**src/rtl/gated_accumulator_pkg.sv**
```systemverilog
// Shared definitions for the gated accumulator slice.
// Holds FSM encoding and default widths matched to the gating mux.
package gated_accumulator_pkg;

   localparam int DATA_W = 16;
   localparam int ACC_W  = 32;
   localparam int CNT_W  = 8;

   typedef enum logic [1:0] {
      IDLE  = 2'd0,
      ACCUM = 2'd1,
      DONE  = 2'd2
   } state_e;

endpackage

```
**src/rtl/gated_accumulator_sat_detect_add.sv**
```systemverilog
// Combinational signed adder: sign-extends operand to accumulator width.
// Ports: acc_i, op_i in; sum_o (wrapping sum), ovf_o (signed overflow) out.
module sat_detect_add #(
   parameter int WIDTH     = 16,
   parameter int ACC_WIDTH = 32
) (
   input  logic [ACC_WIDTH-1:0] acc_i,
   input  logic [WIDTH-1:0]     op_i,
   output logic [ACC_WIDTH-1:0] sum_o,
   output logic                 ovf_o
);

   logic [ACC_WIDTH-1:0] op_ext;

   assign op_ext = ACC_WIDTH'($signed(op_i));
   assign sum_o  = acc_i + op_ext;

   // same-sign addends whose result flips sign have wrapped
   assign ovf_o = (acc_i[ACC_WIDTH-1] == op_ext[ACC_WIDTH-1]) &&
                  (sum_o[ACC_WIDTH-1] != acc_i[ACC_WIDTH-1]);

endmodule

```
**src/rtl/gated_accumulator.sv**
```systemverilog
// Accumulates a programmed number of gated operands into one signed sum.
// Ports: start/len begin a burst, in_* operand stream, out_* result, busy.
module gated_accumulator
   import gated_accumulator_pkg::*;
#(
   parameter int WIDTH     = DATA_W,
   parameter int ACC_WIDTH = ACC_W,
   parameter int CNT_WIDTH = CNT_W
) (
   input  logic                 clk,
   input  logic                 rst,
   input  logic                 start,
   input  logic [CNT_WIDTH-1:0] len,
   input  logic [WIDTH-1:0]     in_data,
   input  logic                 in_valid,
   output logic                 in_ready,
   output logic [ACC_WIDTH-1:0] out_sum,
   output logic                 out_ovf,
   output logic                 out_valid,
   input  logic                 out_ready,
   output logic                 busy
);

   state_e               state_q, state_d;
   logic [ACC_WIDTH-1:0] acc_q, acc_d;
   logic [CNT_WIDTH-1:0] rem_q, rem_d;
   logic                 ovf_q, ovf_d;
   logic [ACC_WIDTH-1:0] add_sum;
   logic                 add_ovf;
   logic                 accept;

   sat_detect_add #(
      .WIDTH     (WIDTH),
      .ACC_WIDTH (ACC_WIDTH)
   ) u_add (
      .acc_i (acc_q),
      .op_i  (in_data),
      .sum_o (add_sum),
      .ovf_o (add_ovf)
   );

   assign accept = in_valid && in_ready;

   always_ff @(posedge clk or posedge rst) begin
      if (rst) begin
         state_q <= IDLE;
         acc_q   <= '0;
         rem_q   <= '0;
         ovf_q   <= 1'b0;
      end else begin
         state_q <= state_d;
         acc_q   <= acc_d;
         rem_q   <= rem_d;
         ovf_q   <= ovf_d;
      end
   end

   always_comb begin
      state_d = state_q;
      unique case (state_q)
         IDLE: begin
            if (start) state_d = (len == '0) ? DONE : ACCUM;
         end
         ACCUM: begin
            if (accept && rem_q == CNT_WIDTH'(1)) state_d = DONE;
         end
         DONE: begin
            if (out_ready) state_d = IDLE;
         end
         default: state_d = IDLE;
      endcase
   end

   always_comb begin
      acc_d = acc_q;
      rem_d = rem_q;
      ovf_d = ovf_q;
      if (state_q == IDLE && start) begin
         acc_d = '0;
         ovf_d = 1'b0;
         rem_d = len;
      end else if (accept) begin
         acc_d = add_sum;
         ovf_d = ovf_q | add_ovf;
         rem_d = rem_q - CNT_WIDTH'(1);
      end
   end

   always_comb begin
      in_ready  = (state_q == ACCUM);
      out_valid = (state_q == DONE);
      busy      = (state_q != IDLE);
   end

   // result registers are the accumulator itself; held until next start
   assign out_sum = acc_q;
   assign out_ovf = ovf_q;

endmodule

```
**config.mk**
```make
export PLATFORM = sky130hd
export DESIGN_NAME = gated_accumulator
export DESIGN_NICKNAME = d
export VERILOG_FILES = /design/src/rtl/gated_accumulator_pkg.sv /design/src/rtl/gated_accumulator_sat_detect_add.sv /design/src/rtl/gated_accumulator.sv
export SDC_FILE = /design/constraint.sdc
export NUM_CORES = 1
export LEC_CHECK = 0
export ABC_AREA = 0
export BUFFER_PORTS_ARGS = -buffer_cell sky130_fd_sc_hd__buf_2
export CELL_PAD_IN_SITES_DETAIL_PLACEMENT = 1
export CELL_PAD_IN_SITES_GLOBAL_PLACEMENT = 2
export CORE_UTILIZATION = 34
export DETAILED_ROUTE_END_ITERATION = 12
export GPL_ROUTABILITY_DRIVEN = 0
export PLACE_DENSITY_LB_ADDON = 0.12
export SLEW_MARGIN = 20
export SYNTH_ARGS = -nofsm -noshare
export SYNTH_HDL_FRONTEND = slang
export SYNTH_HIERARCHICAL = 1
export SYNTH_SLANG_ARGS = --single-unit
```
**constraint.sdc**
```tcl
create_clock -name clk -period 3.4 [get_ports clk]
set_input_delay 0.68 -clock clk [delete_from_list [all_inputs] [get_ports clk]]
set_output_delay 0.68 -clock clk [all_outputs]
set_load 0.01 [all_outputs]
```
# --- Word level (Yosys, flattened, before mapping) ---
# Index checks and enable logic that the tools add are counted.
op_classes:
  addsub: 2
  multipliers: 0
  div: 0
  n_lt_le_gt_ge: 0
  eq_ne: 8
  n_shift: 0
  n_mux: 11
  bitwise: 1
  reduce_logical: 9
op_table:
  columns: ["operator", "count"]
  rows:
  - ["$mux 32", 2]
  - ["$add 32x32->32", 1]
  - ["$mux 8", 2]
  - ["$eq 8x1->1 const B", 1]
  - ["$logic_not 8->1", 1]
  - ["$mux 2", 4]
  - ["$sub 8x1->8 const B", 1]
  - ["$pmux 2 s3", 1]
  - ["$logic_and 1x1->1", 4]
  - ["$ne 2x1->1 const B", 2]
  - ["$reduce_bool 2->1", 2]
  - ["$reduce_and 3->1", 1]
  - ["$eq 2x1->1 const B", 1]
  - ["$eq 2x2->1 const B", 1]
  - ["$logic_not 2->1", 1]
  - ["$mux 1", 2]
  - ["$ne 2x2->1 const B", 1]
  - ["$eq 1x1->1", 1]
  - ["$ne 1x1->1", 1]
  - ["$or 1x1->1", 1]
word_totals:
  regBits: 43
  latchBits: 0
  ramBits: 0
  mem_bits_ro: 0
  input_bits: 29
  out_inout_bits: 36
  elab_cells: 35
  n_memories: 0

# --- Depth between registers and ports, before layout ---
# Gate-level depths: netlist of run 1.
logic_depth:
  depth_word: 6
  mapped_depth: 10
  ltp_nobuf: 10

# --- Hierarchy ---
# Netlist of run 1, hierarchy kept.
modules_own_cells:
  columns: ["module", "n_inst", "cells_per_inst", "area_each_um2", "seq_area_each_um2"]
  rows:
  - ["sat_detect_add", 1, 252, 1770.4, 0.0]
  - ["gated_accumulator", 1, 136, 1765.4, 1076.0]

# --- Least setup slack after synthesis of run 1 ---
# OpenSTA, ideal clock, no wires.
synth_path:
  kind: "input to register"
  start: "in in_data[4]"
  end: "reg acc_q[31] (netlist: out_sum[31])"
  setup_ps: 121
  t_arrival_ps: 2728
  required_time_ps: 3279
  path_slack_ps: 551
  cell_stages: 9
  n_path_buf: 0
  path_cell_list: "ha_1 a21oi_2 o211ai_2 a211o_1 a21oi_4 a21oi_2 or4b_1 o211a_1 a22o_1"
synth_between:
  elab_chain_cells: 3
synth_rtl:
  columns: ["element", "line_no", "text"]
  rows:
  - ["start: declaration", "gated_accumulator.sv:14", "input logic [WIDTH-1:0] in_data,"]
  - ["$add 32x32->32", "gated_accumulator_sat_detect_add.sv:16", "assign sum_o = acc_i + op_ext;"]
  - ["via add_sum[31]", "gated_accumulator.sv:28", "logic [ACC_WIDTH-1:0] add_sum;"]
  - ["$mux 32", "gated_accumulator.sv:82", "end else if (accept) begin"]
  - ["$mux 32", "gated_accumulator.sv:78", "if (state_q == IDLE && start) begin"]
  - ["end signal: assignment", "gated_accumulator.sv:47", "acc_q <= '0;"]
  - ["end signal: assignment", "gated_accumulator.sv:52", "acc_q <= acc_d;"]
  - ["end: declaration", "gated_accumulator.sv:25", "logic [ACC_WIDTH-1:0] acc_q, acc_d;"]
# The timed path passes the listed nets, and every way through them passes these cells. The select of a mux whose other input is x is not followed.
# A chain may end at the register's enable or synchronous reset.

# --- Final worst setup path of run 1 ---
layout_path:
  start: "in in_data[15]"
  end: "reg acc_q[31] (netlist: out_sum[31])"
# The elaborated chain is that of the path after synthesis.

==> results of run 1 <==
==> worst reg2reg max path: cells and delay by family (launching register included) <==
kind / cells / cell delay (ns)
adder cells (fa/ha/maj): 1 / 0.30
AO/OA/AOI/OAI: 7 / 1.46
flip-flops: 1 / 0.43
AND/OR/NAND/NOR: 1 / 0.51
==> synth_stat cells, types with 3 or more instances <==
cell	number	area share
inv_1	12	0.013
nor4_1	5	0.0088
nand2_1	24	0.025
clkbuf_1	7	0.0074
ha_1	33	0.12
o21ai_0	17	0.024
nor3_1	6	0.0085
buf_2	5	0.0071
nor2b_1	3	0.0053
dfrtp_1	43	0.30
xnor2_1	17	0.042
mux2i_1	3	0.0085
nor2_1	19	0.020
o21ai_1	4	0.0057
a21o_1	11	0.023
a22o_1	33	0.082
xor2_1	11	0.027
nor3b_1	3	0.0064
o21bai_1	6	0.013
nand4_1	10	0.018
a221o_1	6	0.017
buf_1	3	0.0032
a21oi_1	41	0.058
nand3_1	10	0.014
o21a_1	5	0.011
==> power by group through the flow <==
| stage | logic (mW) | clock network, mW | registers [mW] |
|---|---|---|---|
| after floorplan | 1.92 | 0 | 1.04 |
| after global placement | 2.66 | 0 | 1.01 |
| after detailed placement | 2.69 | 0 | 1.01 |
| after CTS | 2.71 | 0.455 | 1.00 |
| after global routing | 3.00 | 0.476 | 1.04 |
| final | 2.68 | 0.437 | 0.999 |
==> flip-flops by register name, indices dropped and copies added (netlist names) <==
signal	count
out_sum	32
rem_q	8
state_q	2
out_ovf	1
==> per-layer routing <==
layer	wire length, um	vias up
met5	0	-
met4	33	0
met3	234	2
met2	4840	54
met1	5210	1622
li1	-	1612
==> metrics by stage <==
step / instances / hold slack (ns) / instance area (um^2)
global placement: 574 / 0.486 / 3990
global route: 582 / 0.538 / 4110
detailed placement: 574 / 0.493 / 3990
floorplan: 388 / 0.517 / 3540
finish: 582 / 0.494 / 4110
CTS: 582 / 0.520 / 4110
==> logic make-up (layout without fill, tap and decap cells) <==
| family | Yosys count | count (layout) | share of synthesized area |
|---|---|---|---|
| AO/OA/AOI/OAI | 153 | 153 | 0.313 |
| AND/OR/NAND/NOR | 97 | 97 | 0.144 |
| flip-flops | 43 | 43 | 0.304 |
| adder cells (fa/ha/maj) | 34 | 34 | 0.122 |
| buffers and inverters | 30 | 91 | 0.0379 |
| XOR/XNOR | 28 | 28 | 0.0694 |
| multiplexers | 3 | 3 | 0.00849 |
==> how the worst max path moves through the flow <==
| stage | start | end | depth (start not counted) |
|---|---|---|---|
| floorplan | in_data[4] | out_sum[31] | 9 |
| finish | in_data[15] | out_sum[31] | 10 |
| CTS | in_data[15] | out_sum[31] | 10 |
| global placement | in_data[15] | out_sum[31] | 10 |
| detailed placement | in_data[15] | out_sum[31] | 10 |
| global route | in_data[15] | out_sum[30] | 10 |
==> final cells by class <==
class | count | area share
flip-flops and latches | 43 | 0.262
clock buffers | 6 | 0.0201
inverters | 12 | 0.0113
well taps | 133 | 0.0405
repair buffers | 71 | 0.0908
multi-input cells | 315 | 0.567
clock inverters | 2 | 0.00853
==> impl_metrics.csv, run 1 <==
group,metric,value,unit
run_status,status,"completed",
clocking,cts_root_buf,"clkbuf_8",
route,drtIter0Drc,138,
yosys,seq_area_frac_synth,0.304,
clocking,cts.sinks,43,
power,p_leak,1.91,nW
yosys,async_flop_share,1.00,
layout,drive_gt1_frac,0.207,
clocking,postCtsHoldBufs,0,
place,dp_slack,0.231,ns
layout,diodes,0,
power,p_int,2.18,mW
layout,regArea,0.00108,mm^2
power,p_comb_frac,0.651,
clocking,cts_resized,0,
sta,slew_headroom,0.463,
setup_path,reg2reg_slack,0.60,ns
clocking,cts_setup_buffers,0,
clocking,cts_buffers,5,
sta,final.setup.tns,0,ns
clocking,clk_pin_slew,0.10,ns
route,drc,0,
route,dr.pass1.iters,4,
power,power.switching,1.94,mW
setup_path,reg2reg_from,"out_sum[1]",
sta,rsz0062_at_grt,"no",
grt,use_met1,0.282,
layout,final_common_cell,"buf_2",
layout,nets,511,
power,power_density,1000,mW/mm^2
yosys,ys_seq_elements,43,
clocking,insertion_delay,0.30,ns
sta,period_needed,2.88,ns
setup_path,timing.rr.end,"out_sum[31]",
setup_path,r2r_cells,9,
sta,fin_ws,0.518,ns
sta,clock.fmax,347,MHz
setup_path,path_max_fanout,15,
sta,fin_crit_sh,0.848,
power,pwr-share-clk,0.106,
setup_path,crit_family,"compound AO/OA/AOI/OAI gates",
place,post-dp-hpwl,7790,um
setup_path,end_kind,"flip-flop",
grt,grt_use_total,0.201,
grt,globalRouteMet2Util,0.340,
grt,grt_overflow,0,
grt,grt_max_degree,44,
yosys,postSynthAreaPerCell,9.11,um^2
route,ant_nets,0,
floorplan,io_pins,65,
yosys,syn_area,0.00354,mm^2
clocking,h-tree-depth,2,
layout,utilization,0.415,
floorplan,die_h,104,um
grt,grt_pass1_wl,17900,um
route,viasPerCell,5.65,
route,vias,3290,
floorplan,core-area,0.00991,mm^2
sta,final-hold-violation-count,0,
floorplan,die_x,104,um
place,numPortBuffers,64,
floorplan,die-area,0.0108,mm^2
setup_path,cp.arrival,3.07,ns
sta,clock_skew,0.0113,ns
power,ir_worst_vdd,0.341,mV
job,drv_cap,0,
sta,drv_slew,0,
power,power.total,4.12,mW
setup_path,path_buf_inv,1,
setup_path,crit_required,3.59,ns
sta,setup_violations,0,
clocking,cts_tree,"done",
yosys,ys.flop_type,"dfrtp_1",
yosys,yosys_warnings,6,
yosys,synth-edff-count,0,
route,wl,10300,um
layout,multi_input_area,0.00233,mm^2
setup_path,crit_type,"input port to flip-flop",
setup_path,path_cells,"buf_2 -> ha_1 -> a21oi_1 -> o21a_1 -> o221ai_2 -> a21oi_4 -> a21oi_2 -> or4b_1 -> o211a_1 -> a22o_1",
clocking,cts_buffer_depth,2,
grt,antenna_found_initial,0,
layout,syn_to_final_growth,16.2,%
power,seqPwrFrac,0.243,
grt,grt_pass1_vias,3524,
floorplan,start_util,0.357,
route,wire_per_inst,17.7,um
hold_path,hold_path.class,"input port to async pin",
yosys,syn_inst,388,
grt,grt_busiest_layer,"met2",
floorplan,rows,36,
setup_path,slowest_delay,0.51,ns
layout,fillers,1198,
sta,worstMarginPinSlew,0.805,ns
yosys,synthDistinctLibCells,67,
grt,gr-usage-met3,0.0219,
layout,mostFrequentLayoutCells,"buf_2 (64), dfrtp_1 (43), a21oi_1 (41)",
setup_path,slowest_stage,"or4b_1",
yosys,syn_nets,451,
setup_path,critPathLaunchType,"input port",
power,netSwitchingFraction,0.470,
Power figures use the tool's default switching activity.
==> inputs of run 2 (changes only) <==
- CORE_UTILIZATION: 34 -> 31
- clock period: 3.4 -> 2.37 ns (I/O delays scaled with it)
==> impl_metrics.csv, run 2 (same netlist as run 1, synthesis figures left out) <==
group,metric,value,unit
clocking,cts_root_buf,"clkbuf_16",
layout,diodes,0,
power,power_density,1500,mW/mm^2
place,post-dp-hpwl,9390,um
route,wl,13800,um
route,viasPerCell,5.46,
route,drtIter0Drc,118,
floorplan,start_util,0.322,
layout,stdcell_count,731,
clocking,insertion_delay,0.29,ns
layout,largest_reg_flops,32,
setup_path,path_max_fanout,4,
sta,final.setup.tns,-1.07,ns
layout,mostFrequentLayoutCells,"buf_4 (144), buf_2 (63), dfrtp_1 (41)",
setup_path,crit_type,"flip-flop to flip-flop",
layout,fillers,1252,
sta,clock_skew,0.00567,ns
setup_path,timing.rr.end,"out_sum[31]",
sta,fin_crit_sh,1.09,
grt,antenna_found_initial,0,
sta,rsz0062_at_grt,"yes",
sta,drv_slew,0,
clocking,h-tree-depth,2,
route,vias,3993,
route,wire_per_inst,18.9,um
power,p_leak,2.72,nW
layout,nets,654,
setup_path,critPathLaunchType,"flip-flop",
clocking,clk_pin_slew,0.07,ns
grt,grt_use_total,0.225,
grt,grt_pass1_vias,4239,
sta,fin_ws,-0.218,ns
floorplan,io_pins,65,
floorplan,die_h,109,um
clocking,cts_buffer_depth,2,
grt,grt_overflow,0,
hold_path,hold_path.class,"input port to async pin",
grt,grt_pass1_wl,20700,um
setup_path,reg2reg_from,"out_sum[4]",
layout,syn_to_final_growth,64.2,%
grt,grt_max_degree,44,
setup_path,r2r_cells,9,
sta,period_needed,2.59,ns
run_status,status,"finished with violations",
setup_path,end_kind,"flip-flop",
setup_path,cp.arrival,2.77,ns
setup_path,crit_required,2.55,ns
floorplan,rows,38,
layout,drive_gt1_frac,0.513,
sta,final-hold-violation-count,0,
sta,setup_violations,15,
power,ir_worst_vdd,0.499,mV
floorplan,core-area,0.0110,mm^2
setup_path,reg2reg_slack,-0.22,ns
clocking,cts_tree,"done",
route,dr.pass1.iters,6,
clocking,cts_buffers,5,
clocking,cts.sinks,43,
layout,final_common_cell,"buf_4",
clocking,postCtsHoldBufs,0,
route,ant_nets,0,
place,post-place-cells,703,
job,drv_cap,0,
route,drc,0,
sta,clock.fmax,386,MHz
place,numPortBuffers,64,
sta,hold_ws,0.341,ns
floorplan,die-area,0.0118,mm^2
sta,worstMarginPinSlew,0.626,ns
floorplan,die_x,109,um
run_status,violations,"negative setup slack",
sta,slew_headroom,0.583,
-- run 2: changes by cell type in the layout (fill, tap and decap cells not counted), moves of 6 or more --
cell      before  now
o21ai_2        0    8
a21oi_1       41   25
buf_6          0    7
ha_4           0   19
buf_4          7  144
o21ai_0       17   10
ha_1          33   13
clkbuf_8       6    0
a21oi_2        2   13
-- run 2: area by class of cell --
cell class	count	area, um^2	share of cell area
Inverter	12	45.0	0.00776
Clock buffer	6	129	0.0222
Timing Repair Buffer	214	1480	0.254
Multi-Input combinational cell	315	2870	0.495
Tap cell	140	175	0.0302
Clock inverter	1	30.0	0.00517
Sequential cell	43	1080	0.186
-- run 2: how the worst max path moves through the flow --
stage,startpoint,to,slack (ns),depth (start not counted)
floorplan,out_sum[4],out_sum[31],-0.16,9
global placement,in_data[15],out_sum[30],-0.43,11
detailed placement,in_data[15],out_sum[31],-0.47,10
CTS,out_sum[4],out_sum[31],-0.17,9
global route,out_sum[4],out_sum[31],-0.29,9
finish,out_sum[4],out_sum[31],-0.22,9
-- run 2: stage by stage --
stage	power, mW	setup WS (ns)	cell area [um^2]	util
global placement	6.60	-0.429	5010	0.456
finish	8.72	-0.218	5810	0.529
floorplan	4.38	-0.160	3640	-
detailed placement	6.76	-0.467	5010	0.456
CTS	7.92	-0.170	5370	0.489
global route	9.34	-0.292	5810	0.529
-- run 2: critical path, stage by stage (launching register included) --
cell,delay (ns)
dfrtp_2,0.42
ha_4,0.25
a21oi_4,0.15
o211ai_2,0.13
a211o_4,0.38
a21oi_4,0.22
a21oi_4,0.09
or4b_4,0.51
o211a_1,0.13
a22o_1,0.20
-- run 2: power by group --
group	switching [mW]	total [mW]	internal [mW]
Clock	0.309	0.802	0.493
Combinational	3.05	6.46	3.41
Sequential	0.361	1.45	1.09
Total	3.72	8.72	4.99
-- run 2: per-layer routing --
metal / vias to the layer above / share of wire / global-route usage
li1: 1899 / - / -
met1: 2023 / 0.42 / 0.262
met2: 60 / 0.54 / 0.431
met3: 11 / 0.026 / 0.0305
met4: 0 / 0.012 / 0.0502
met5: - / 0 / 0
-- run 2: repair_timing --
item | 4_1_cts | 5_1_grt
setup buffers | 5 | 19
endpoints found under the setup margin | 19 | 21
cloned | 0 | 0
resized for setup | 32 | 52
pin swaps | 18 | 41
